<file path="src/rtl/mem_stage.sv">
// mem_stage: MEM pipeline stage that runs data-memory loads/stores over a req/ack bus,
// resolves branches and raises alignment, overflow and bus-timeout exceptions.
//   clk, nrst                  clock, synchronous active-low reset
//   i_valid / o_ready          EX handshake; ready only while no access is outstanding
//   i_MEM_*, i_WB_*            EX result and control fields, latched on accept
//   o_dmem_*, i_dmem_*         data-memory request bus
//   o_IF_*                     branch redirect pulse and target
//   o_WB_*                     registered WB-stage fields, valid with o_WB_valid
//   o_exc_*                    exception pulses, aligned with o_WB_valid
module mem_stage #(
   parameter int TIMEOUT_CYCLES = 16
) (
   input  logic        clk,
   input  logic        nrst,
   input  logic        i_valid,
   output logic        o_ready,
   input  logic [31:0] i_MEM_data_PCBranch,
   input  logic [31:0] i_MEM_data_ALUOut,
   input  logic        i_MEM_data_Zero,
   input  logic        i_MEM_data_Overflow,
   input  logic [31:0] i_MEM_data_RTData,
   input  logic [31:0] i_WB_data_RegAddrW,
   input  logic        i_MEM_ctrl_MemWrite,
   input  logic        i_MEM_ctrl_MemRead,
   input  logic        i_MEM_ctrl_Branch,
   input  logic        i_WB_ctrl_Mem2Reg,
   input  logic        i_WB_ctrl_RegWrite,
   output logic        o_dmem_req,
   output logic        o_dmem_we,
   output logic [31:0] o_dmem_addr,
   output logic [31:0] o_dmem_wdata,
   input  logic        i_dmem_ack,
   input  logic [31:0] i_dmem_rdata,
   output logic        o_IF_ctrl_PCSrc,
   output logic [31:0] o_IF_data_PCBranch,
   output logic        o_WB_valid,
   output logic [31:0] o_WB_data_MemData,
   output logic [31:0] o_WB_data_ALUOut,
   output logic [4:0]  o_WB_data_RegAddrW,
   output logic        o_WB_ctrl_Mem2Reg,
   output logic        o_WB_ctrl_RegWrite,
   output logic        o_exc_overflow,
   output logic        o_exc_addr,
   output logic        o_exc_buserr
);
   typedef enum logic {IDLE, ACCESS} state_t;
   state_t     state_q;
   logic [7:0] cnt_q;
   logic       rw_q, ovf_q;
   logic       acc_d, mem_d, mis_d, tmo_d;
   assign o_ready = state_q == IDLE;
   assign acc_d   = i_valid & o_ready;
   // branch ops never touch memory, even if a memory strobe is also set
   assign mem_d   = (i_MEM_ctrl_MemWrite | i_MEM_ctrl_MemRead) & ~i_MEM_ctrl_Branch;
   assign mis_d   = i_MEM_data_ALUOut[1:0] != 2'b00;
   assign tmo_d   = cnt_q == 8'(TIMEOUT_CYCLES - 1);
   always_ff @(posedge clk) begin
      if (!nrst) begin
         state_q            <= IDLE;
         cnt_q              <= '0;
         rw_q               <= 1'b0;
         ovf_q              <= 1'b0;
         o_dmem_req         <= 1'b0;
         o_dmem_we          <= 1'b0;
         o_dmem_addr        <= '0;
         o_dmem_wdata       <= '0;
         o_IF_ctrl_PCSrc    <= 1'b0;
         o_IF_data_PCBranch <= '0;
         o_WB_valid         <= 1'b0;
         o_WB_data_MemData  <= '0;
         o_WB_data_ALUOut   <= '0;
         o_WB_data_RegAddrW <= '0;
         o_WB_ctrl_Mem2Reg  <= 1'b0;
         o_WB_ctrl_RegWrite <= 1'b0;
         o_exc_overflow     <= 1'b0;
         o_exc_addr         <= 1'b0;
         o_exc_buserr       <= 1'b0;
      end else begin
         o_WB_valid      <= 1'b0;
         o_IF_ctrl_PCSrc <= 1'b0;
         o_exc_overflow  <= 1'b0;
         o_exc_addr      <= 1'b0;
         o_exc_buserr    <= 1'b0;
         if (acc_d) begin
            o_WB_data_ALUOut   <= i_MEM_data_ALUOut;
            o_WB_data_RegAddrW <= i_WB_data_RegAddrW[4:0];
            o_WB_ctrl_Mem2Reg  <= i_WB_ctrl_Mem2Reg;
            o_WB_data_MemData  <= '0;
            o_IF_data_PCBranch <= i_MEM_data_PCBranch;
            o_dmem_we          <= i_MEM_ctrl_MemWrite;
            o_dmem_addr        <= {i_MEM_data_ALUOut[31:2], 2'b00};
            o_dmem_wdata       <= i_MEM_data_RTData;
            rw_q               <= i_WB_ctrl_RegWrite & ~i_MEM_data_Overflow;
            ovf_q              <= i_MEM_data_Overflow & i_WB_ctrl_RegWrite;
            if (mem_d & ~mis_d) begin
               state_q    <= ACCESS;
               cnt_q      <= '0;
               o_dmem_req <= 1'b1;
            end else begin
               o_WB_valid         <= 1'b1;
               o_WB_ctrl_RegWrite <= i_WB_ctrl_RegWrite & ~i_MEM_data_Overflow & ~mem_d;
               o_exc_addr         <= mem_d;
               o_exc_overflow     <= i_MEM_data_Overflow & i_WB_ctrl_RegWrite;
               o_IF_ctrl_PCSrc    <= i_MEM_ctrl_Branch & i_MEM_data_Zero;
            end
         end
         if (state_q == ACCESS) begin
            // an ack in the limit cycle completes normally instead of erroring
            if (i_dmem_ack | tmo_d) begin
               state_q            <= IDLE;
               o_dmem_req         <= 1'b0;
               o_WB_valid         <= 1'b1;
               o_exc_overflow     <= ovf_q;
               o_exc_buserr       <= ~i_dmem_ack;
               o_WB_ctrl_RegWrite <= rw_q & i_dmem_ack;
               o_WB_data_MemData  <= (i_dmem_ack & ~o_dmem_we) ? i_dmem_rdata : '0;
            end else begin
               cnt_q <= cnt_q + 8'd1;
            end
         end
      end
   end
endmodule

</file>
<file path="config.mk">
export PLATFORM = sky130hd
export DESIGN_NAME = mem_stage
export DESIGN_NICKNAME = d
export VERILOG_FILES = /design/src/rtl/mem_stage.sv
export SDC_FILE = /design/constraint.sdc
export NUM_CORES = 1
export LEC_CHECK = 0
export CAP_MARGIN = 20
export CORE_AREA = 3 3 132 134
export DETAILED_ROUTE_END_ITERATION = 10
export DIE_AREA = 0 0 135 137
export PLACE_DENSITY_LB_ADDON = 0.12
export SYNTH_ARGS = -nofsm -noshare
export SYNTH_HDL_FRONTEND = slang
export SYNTH_SLANG_ARGS = --single-unit
</file>
<file path="constraint.sdc">
create_clock -name clk -period 2.2 [get_ports clk]
set_clock_uncertainty 0.2 [all_clocks]
set_input_delay 0.33 -clock clk [delete_from_list [all_inputs] [get_ports clk]]
set_output_delay 0.33 -clock clk [all_outputs]
set_load 0.02 [all_outputs]
</file>
# [Yosys cells after proc, flatten, opt, wreduce, memory -nomap -nowiden]
# Index checks and enable logic that the tools add are counted.
[op_classes] n_addsub=1 n_eq_ne=1 mux=28 n_bitwise=20 reduce_logical=3
[op_table] operator="32-bit 2-to-1 mux" n=4
[op_table] operator="8-bit 2-to-1 mux" n=4
[op_table] operator="1-bit 2-to-1 mux" n=20
[op_table] operator="1-bit bitwise AND" n=9
[op_table] operator="1-bit inverter" n=9
[op_table] operator="8-bit by 1-bit adder with 8-bit output, second input constant" n=1
[op_table] operator="8-bit by 4-bit == test with 1-bit output, second input constant" n=1
[op_table] operator="3-bit AND reduction" n=1
[op_table] operator="3-bit OR reduction" n=1
[op_table] operator="1-bit bitwise OR" n=2
[op_table] operator="2-bit nonzero test" n=1
[word_totals] register_bits=183 inputBits=171 out_inout_bits=175 word_cells=72

# [Logic depth before layout (Yosys ltp)]
# Gate-level depths: netlist of run 1.
[logic_depth] ltp_word=8 depth_mapped=6 mapped_depth_nobuf=5

# [Least setup slack after synthesis of run 1]
# OpenSTA, ideal clock, no wires.
[synth_path] kind="reg-to-reg" startpoint="register cnt_q[4]" endpoint="register o_WB_data_MemData[0]" setup_time_ns=0.117 arrival_time_ns=1.530 required_time_ns=1.883 path_slack_ns=0.353 stages_incl_launch_ff=6 path_buffers=1 period_less_slack_ns=1.847 path_cell_list="dfxtp_1 -> or4_4 -> o21ai_4 -> a21boi_2 -> buf_6 -> a22o_1"
[synth_via] elab_chain_cells=4
[synth_lines] item="start, declared" line="48" source="logic [7:0] cnt_q;"
[synth_lines] item="start signal, assigned" line="118" source="cnt_q <= cnt_q + 8'd1;"
[synth_lines] item="8-bit by 4-bit == test with 1-bit output" line="56" source="assign tmo_d = cnt_q == 8'(TIMEOUT_CYCLES - 1);"
[synth_lines] item="1-bit bitwise OR" line="109" source="if (i_dmem_ack | tmo_d) begin"
[synth_lines] item="32-bit 2-to-1 mux" line="109"
[synth_lines] item="32-bit 2-to-1 mux" line="107" source="if (state_q == ACCESS) begin"
[synth_lines] item="end signal, assigned" line="116" source="o_WB_data_MemData <= (i_dmem_ack & ~o_dmem_we) ? i_dmem_rdata : '0;"
[synth_lines] item="end, declared" line="37" source="output logic [31:0] o_WB_data_MemData,"
# Every way passes these cells.
# A chain may end at the register's enable or synchronous reset.

# [Worst setup path after layout of run 1]
[layout_path] startpoint="register state_q" endpoint="output o_ready"
[layout_via] elab_chain_cells=1
[layout_lines] item="start, declared" line="47" source="state_t state_q;"
[layout_lines] item="start signal, assigned" line="59" source="state_q <= IDLE;"
[layout_lines] item="start signal, assigned" line="96" source="state_q <= ACCESS;"
[layout_lines] item="start signal, assigned" line="110" source="state_q <= IDLE;"
[layout_lines] item="1-bit inverter" line="51" source="assign o_ready = state_q == IDLE;"
[layout_lines] item="end, declared" line="16" source="output logic o_ready,"
# Every way passes these cells.

==> run_results.csv, run 1 <==
group,metric,value,unit
die,pin_count,346,
power_and_ir_drop,switching_share,23.8,%
run,max_cap_violations,0,
detailed_routing,vias_per_cell,4.68,
setup_path,startpoint,"state_q",
power_and_ir_drop,power.sequential.fraction,42.2,%
synth,syn_inst,648,
final_layout,finished_layout_cells,1153,
sta,final-setup-viol-count,0,
synth,synth_top_area_share,52.6,%
sta,maxSlewHeadroom,62.8,%
power_and_ir_drop,intPower,5340,uW
sta,min_period,2.09,ns
placement,place_inst,1121,
die,die-width,135,um
clocking,cts_clk_pin_slew_worst_paths,0.06,ns
synth,synth_top_cell_by_area,"dfxtp_1",
synth,syn_area,5820,um2
clocking,tritoncts_clock_tree,"done",
sta,fin_crit_sh,94.9,%
setup_path,arrival,1.56,ns
synth,syn_area_cell,8.98,um2
sta,final_max_slew_viol_count,0,
clocking,cts_made_buffers,17,
clocking,h-tree-depth,4,
final_layout,layout.cells.most_common_list,"clkdlybuf4s50_1 (315), nand2_1 (214), dfxtp_1 (153)",
die,initial_standard_cell_utilization_of_the_core,35.5,%
setup_path,ff2ff_path_depth,5,
placement,dp_worst_setup_slack,-0.0887,ns
hold_path,holdCritPathClass,"input pin to register",
die,floorplan.die_area,18500,um2
outcome,status,"complete, no violations",
synth,synth-seq-cells,153,
synth,leading_cell_types_by_total_area_after_synthesis,"dfxtp_1 (53%), nand2_1 (14%), a21boi_0 (14%), a22o_1 (5.1%), buf_4 (4.1%)",
grt,first_pass_grt_wire_length,27.8,mm
setup_path,ff_to_ff_start,"cnt_q[4]",
sta,fmax_achieved,479,MHz
detailed_routing,initialDrtViolationCount,186,
detailed_routing,avg_wl_per_cell,15.7,um
clocking,cts_hold_buffers,0,
setup_path,worst_setup_path_start_kind,"register",
setup_path,critical_path_peak_fanout,9,
final_layout,final_common_cell,"clkdlybuf4s50_1",
detailed_routing,drt_first_pass_iters,4,
power_and_ir_drop,clkPwrFrac,42.9,%
grt,groute.usage.overall,19.0,%
final_layout,final_nets,1092,
grt,antenna_found_initial,0,
detailed_routing,finalWirelength,18.1,mm
power_and_ir_drop,irDropWorstVdd,0.472,mV
grt,largest_net_degree_at_the_start_of_global_routing,103,
sta,layout_setup_ws,0.112,ns
detailed_routing,final_antenna_net_count,0,
die,floorplan.die.height,137,um
die,core_region_area,16400,um2
grt,globalRouteOverflowTotal,0,
setup_path,timing.critical_path.to,"o_ready",
clocking,post_cts_setup_buffers,0,
placement,count_of_input_and_output_buffers,316,
clocking,worst_skew_pair.late_latency,0.42,ns
power_and_ir_drop,power.static_leakage,0.00367,uW
final_layout,antennaDiodeCount,0,
final_layout,final_cell_area,9620,um2
setup_path,endpoint_required_time_on_the_critical_path,1.67,ns
grt,grt_pass1_vias,5251,
setup_path,reg2reg_slack,0.22,ns
final_layout,fraction_of_layout_cells_with_a_size_suffix_above_1,5.47,%
placement,dpl_hpwl,13.4,mm
setup_path,timing.critical_path.to_type,"output pin",
synth,yosysWarnings,0,
placement,placed_cell_area,9010,um2
power_and_ir_drop,combinationalPowerShare,14.9,%
power_and_ir_drop,net_switching,1670,uW
sta,tightestPinTransition,0.553,ns
sta,grt_setup_unrepaired,"false",
power_and_ir_drop,power_density,728,nW/um2
clocking,cts.sink_count,153,
clocking,clock-root-buffer,"clkbuf_16",
placement,routabilityCongestion,0.813,
setup_path,crit-reg2reg-capture,"o_WB_data_MemData[17]",
setup_path,path_class,"register to output pin",
final_layout,area_growth,65.2,%
synth,synth-seq-area-share,52.6,%
die,row_count,47,
clocking,post_cts_resize_count,0,
sta,timing.final.hold_violations,0,
synth,synth.distinct_cells,40,
clocking,buffer_levels_on_the_longest_clock_path,2,
detailed_routing,post-route-drc-count,0,
detailed_routing,route.vias.total,5396,
[power by group through the flow]
stage | Clock (uW) | Combinational [uW] | Sequential (uW)
after floorplan | 0 | 323 | 3150
after global placement | 0 | 1050 | 3010
after detailed placement | 0 | 1050 | 3020
after CTS | 3100 | 1060 | 2960
after global routing | 3200 | 1120 | 2970
final | 3000 | 1040 | 2960
[cell type report]
| class | count | area, um2 |
|---|---|---|
| clock buffers | 22 | 474 |
| clock inverters | 10 | 139 |
| fillers | 1389 | 6790 |
| inverters | 2 | 7.51 |
| multi-input cells | 418 | 2340 |
| flip-flops and latches | 153 | 3060 |
| well taps | 220 | 275 |
| repair buffers | 328 | 3320 |
[worst max-delay path, stage by stage, from the launching register on]
cell and delay [ns]:
dfxtp_1 0.51, inv_1 0.08, clkdlybuf4s50_1 0.55
[worst min-delay path by stage]
stage / start / endpoint / slack, ns / cells after the start
floorplan: i_dmem_ack / o_exc_buserr / 0.21 / 1
global placement: o_IF_data_PCBranch[16] / o_IF_data_PCBranch[16] / 0.25 / 2
detailed placement: o_IF_data_PCBranch[5] / o_IF_data_PCBranch[5] / 0.26 / 2
CTS: nrst / o_dmem_wdata[29] / 0.13 / 2
global route: nrst / o_dmem_wdata[29] / 0.16 / 2
finish: nrst / o_dmem_wdata[29] / 0.14 / 2
[Yosys cell counts]
cell type,n
nand2_1,214
dfxtp_1,153
a21boi_0,105
clkbuf_1,35
a22o_1,34
buf_4,32
a21oi_1,9
buf_2,4
nor2b_1,4
nor3_1,4
o21ai_0,4
a211o_1,3
and3_1,3
buf_6,3
nand3_1,3
nor2_1,3
nor3b_1,3
a21o_1,2
and2_1,2
and3b_1,2
buf_1,2
inv_1,2
nand2b_1,2
nor4_1,2
or2_2,2
or3_1,2
a21boi_2,1
and4_1,1
conb_1,1
ha_1,1
mux2i_1,1
nand4_1,1
o211a_1,1
o211ai_1,1
o21a_1,1
o21ai_2,1
o21ai_4,1
o21bai_1,1
or4_4,1
xor2_1,1
[sequential cells by signal, indices dropped and copies added (netlist names)]
signal,flops
o_WB_ctrl_Mem2Reg,1
o_exc_overflow,1
o_WB_data_MemData,32
o_IF_data_PCBranch,32
o_exc_addr,1
o_dmem_we,1
o_exc_buserr,1
rw_q,1
state_q,1
o_IF_ctrl_PCSrc,1
o_WB_ctrl_RegWrite,1
o_dmem_wdata,32
cnt_q,8
o_dmem_req,1
o_WB_data_ALUOut,32
o_WB_data_RegAddrW,5
ovf_q,1
o_WB_valid,1
[stage by stage]
| step | util, % | hold slack (ns) | setup TNS [ns] | power, uW |
|---|---|---|---|---|
| final | 58.6 | 0.144 | 0 | 7000 |
| after global routing | 58.6 | 0.160 | 0 | 7290 |
| after CTS | 58.6 | 0.133 | 0 | 7110 |
| after detailed placement | 54.9 | 0.256 | -0.262 | 4070 |
| after global placement | 54.9 | 0.250 | -0.181 | 4060 |
| after floorplan | - | 0.206 | 0 | 3470 |
[per-layer routing]
| layer | wire (um) | track usage [%] |
|---|---|---|
| met5 | 0 | 0 |
| met2 | 8870 | 32.1 |
| met3 | 1880 | 8.71 |
| met1 | 7080 | 21.3 |
| met4 | 293 | 6.72 |
[cells by family (layout without fill, tap and decap cells)]
family | Yosys count | in the layout | share of synthesized area, %
compound gates | 164 | 164 | 21.7
xor+xnor | 1 | 1 | 0.150
fa+ha+maj | 1 | 1 | 0.215
buf+inv | 78 | 362 | 7.57
flops | 153 | 153 | 52.6
mux | 1 | 1 | 0.172
other cells | 1 | 2 | 0.0644
simple gates | 249 | 249 | 17.6
No activity file was read; power rests on OpenSTA's default activity.
==> run 2: changes to the inputs <==
- MAX_ROUTING_LAYER: not set -> met4
==> run 2 against run 1 <==
Against the previous run: wire length is 0.17% higher; first-iteration DRC count is 5.9% higher; combinational power hardly changed; cell count stayed put; worst hold slack better by 0.0036 ns; final area stayed put; core utilization stayed put; global-route usage is 0.57 points higher; total power hardly changed; sequential cell count stayed put; largest power group unchanged; highest routed layer unchanged.
==> run_results.csv, run 2 (synthesis gave the netlist of run 1 again) <==
group,metric,value,unit
detailed_routing,drt_first_pass_iters,4,
setup_path,crit-reg2reg-capture,"o_WB_data_MemData[27]",
power_and_ir_drop,power_density,728,nW/um2
placement,count_of_input_and_output_buffers,316,
setup_path,worst_setup_path_start_kind,"register",
sta,maxSlewHeadroom,62.7,%
detailed_routing,route.vias.total,5411,
sta,timing.final.hold_violations,0,
grt,m3_gr_usage,7.83,%
clocking,post_cts_setup_buffers,0,
sta,grt_setup_unrepaired,"false",
grt,grt.met1_usage,22.0,%
die,initial_standard_cell_utilization_of_the_core,35.5,%
sta,min_period,2.09,ns
die,floorplan.die.height,137,um
final_layout,final_common_cell,"clkdlybuf4s50_1",
setup_path,timing.critical_path.to_type,"output pin",
final_layout,n_fill_cell,1389,
placement,dpl_hpwl,13.4,mm
detailed_routing,vias_per_cell,4.69,
detailed_routing,post-route-drc-count,0,
placement,routabilityCongestion,0.825,
sta,final_max_slew_viol_count,0,
setup_path,arrival,1.56,ns
grt,first_pass_grt_wire_length,27.7,mm
detailed_routing,finalWirelength,18.2,mm
setup_path,ff2ff_path_depth,5,
setup_path,endpoint_required_time_on_the_critical_path,1.67,ns
clocking,cts.sink_count,153,
grt,global_route.peak_usage_layer,"met2",
clocking,cts_hold_buffers,0,
die,floorplan.die_area,18500,um2
run,max_cap_violations,0,
grt,globalRouteOverflowTotal,0,
detailed_routing,avg_wl_per_cell,15.7,um
clocking,tritoncts_clock_tree,"done",
final_layout,antennaDiodeCount,0,
final_layout,fraction_of_layout_cells_with_a_size_suffix_above_1,5.47,%
die,row_count,47,
clocking,h-tree-depth,4,
final_layout,final_nets,1092,
sta,fmax_achieved,478,MHz
grt,antenna_found_initial,0,
die,die-width,135,um
clocking,cts_made_buffers,17,
detailed_routing,final_antenna_net_count,0,
power_and_ir_drop,power.static_leakage,0.00367,uW
setup_path,reg2reg_slack,0.22,ns
clocking,worst_skew_pair.late_latency,0.41,ns
hold_path,endpoint_with_the_worst_hold_slack,"o_dmem_wdata[29]",
grt,grt_use_met2,32.2,%
final_layout,area_growth,65.2,%
hold_path,holdCritPathClass,"input pin to register",
power_and_ir_drop,finalPower,7010,uW
outcome,status,"complete, no violations",
clocking,clock-root-buffer,"clkbuf_16",
power_and_ir_drop,irDropWorstVdd,0.468,mV
grt,grt_pass1_vias,5281,
sta,fin_crit_sh,95.2,%
setup_path,critical_path_peak_fanout,9,
die,pin_count,346,
sta,final-setup-viol-count,0,
hold_path,worst_hold_startpoint,"nrst",
hold_path,holdPathStages,2,
sta,finalSetupTns,0,ns
grt,groute.usage.overall,19.6,%
setup_path,path_class,"register to output pin",
detailed_routing,initialDrtViolationCount,197,
clocking,cts_clk_pin_slew_worst_paths,0.06,ns
final_layout,layout.cells.most_common_list,"clkdlybuf4s50_1 (315), nand2_1 (214), dfxtp_1 (153)",
clocking,buffer_levels_on_the_longest_clock_path,2,
final_layout,finalCoreUtilization,58.6,%
clocking,post_cts_resize_count,0,
sta,tightestPinTransition,0.554,ns
die,core_region_area,16400,um2
grt,largest_net_degree_at_the_start_of_global_routing,103,
setup_path,ff_to_ff_start,"cnt_q[4]",
## run 2: layout make-up
type / instances / area [um2] / area share [%]
clock buffer: 22 / 474 / 4.93
clock inverter: 10 / 139 / 1.44
inverter: 2 / 7.51 / 0.0780
multi-input combinational: 418 / 2340 / 24.3
sequential: 153 / 3060 / 31.8
tap: 220 / 275 / 2.86
timing repair buffer: 328 / 3320 / 34.5
## run 2: stage by stage
step,setup WS [ns],instances,cell area [um2],hold slack (ns)
3_5_place_dp,-0.0887,1121,9010,0.256
5_1_grt,0.0111,1153,9620,0.159
2_1_floorplan,0.353,649,5830,0.206
6_report,0.106,1153,9620,0.147
3_3_place_gp,-0.0598,1121,9010,0.250
4_1_cts,0.0819,1153,9620,0.133
## run 2: worst max-delay path: stages (launching register included)
cell and delay, ns:
dfxtp_1 0.51, inv_1 0.08, clkdlybuf4s50_1 0.55
## run 2: per-layer routing
layer / vias up / part of all wire, %
li1: 2669 / -
met1: 2499 / 40
met2: 221 / 49
met3: 22 / 9.1
met4: 0 / 1.5
met5: - / 0
## run 2: worst max-delay path by stage
stage / startpoint / to / slack, ns / cells after the start
final: state_q / o_ready / 0.11 / 2
after global routing: state_q / o_ready / 0.01 / 2
after CTS: state_q / o_ready / 0.08 / 2
after detailed placement: i_MEM_ctrl_MemWrite / cnt_q[4] / -0.09 / 5
after global placement: i_MEM_ctrl_MemWrite / cnt_q[4] / -0.06 / 5
after floorplan: cnt_q[4] / o_WB_data_MemData[0] / 0.35 / 5
## run 2: where the power goes
part	internal (uW)	switching (uW)	leakage (uW)
Sequential	2890	69.4	0.00125
Clock	1880	1130	0.000301
Combinational	569	475	0.00212
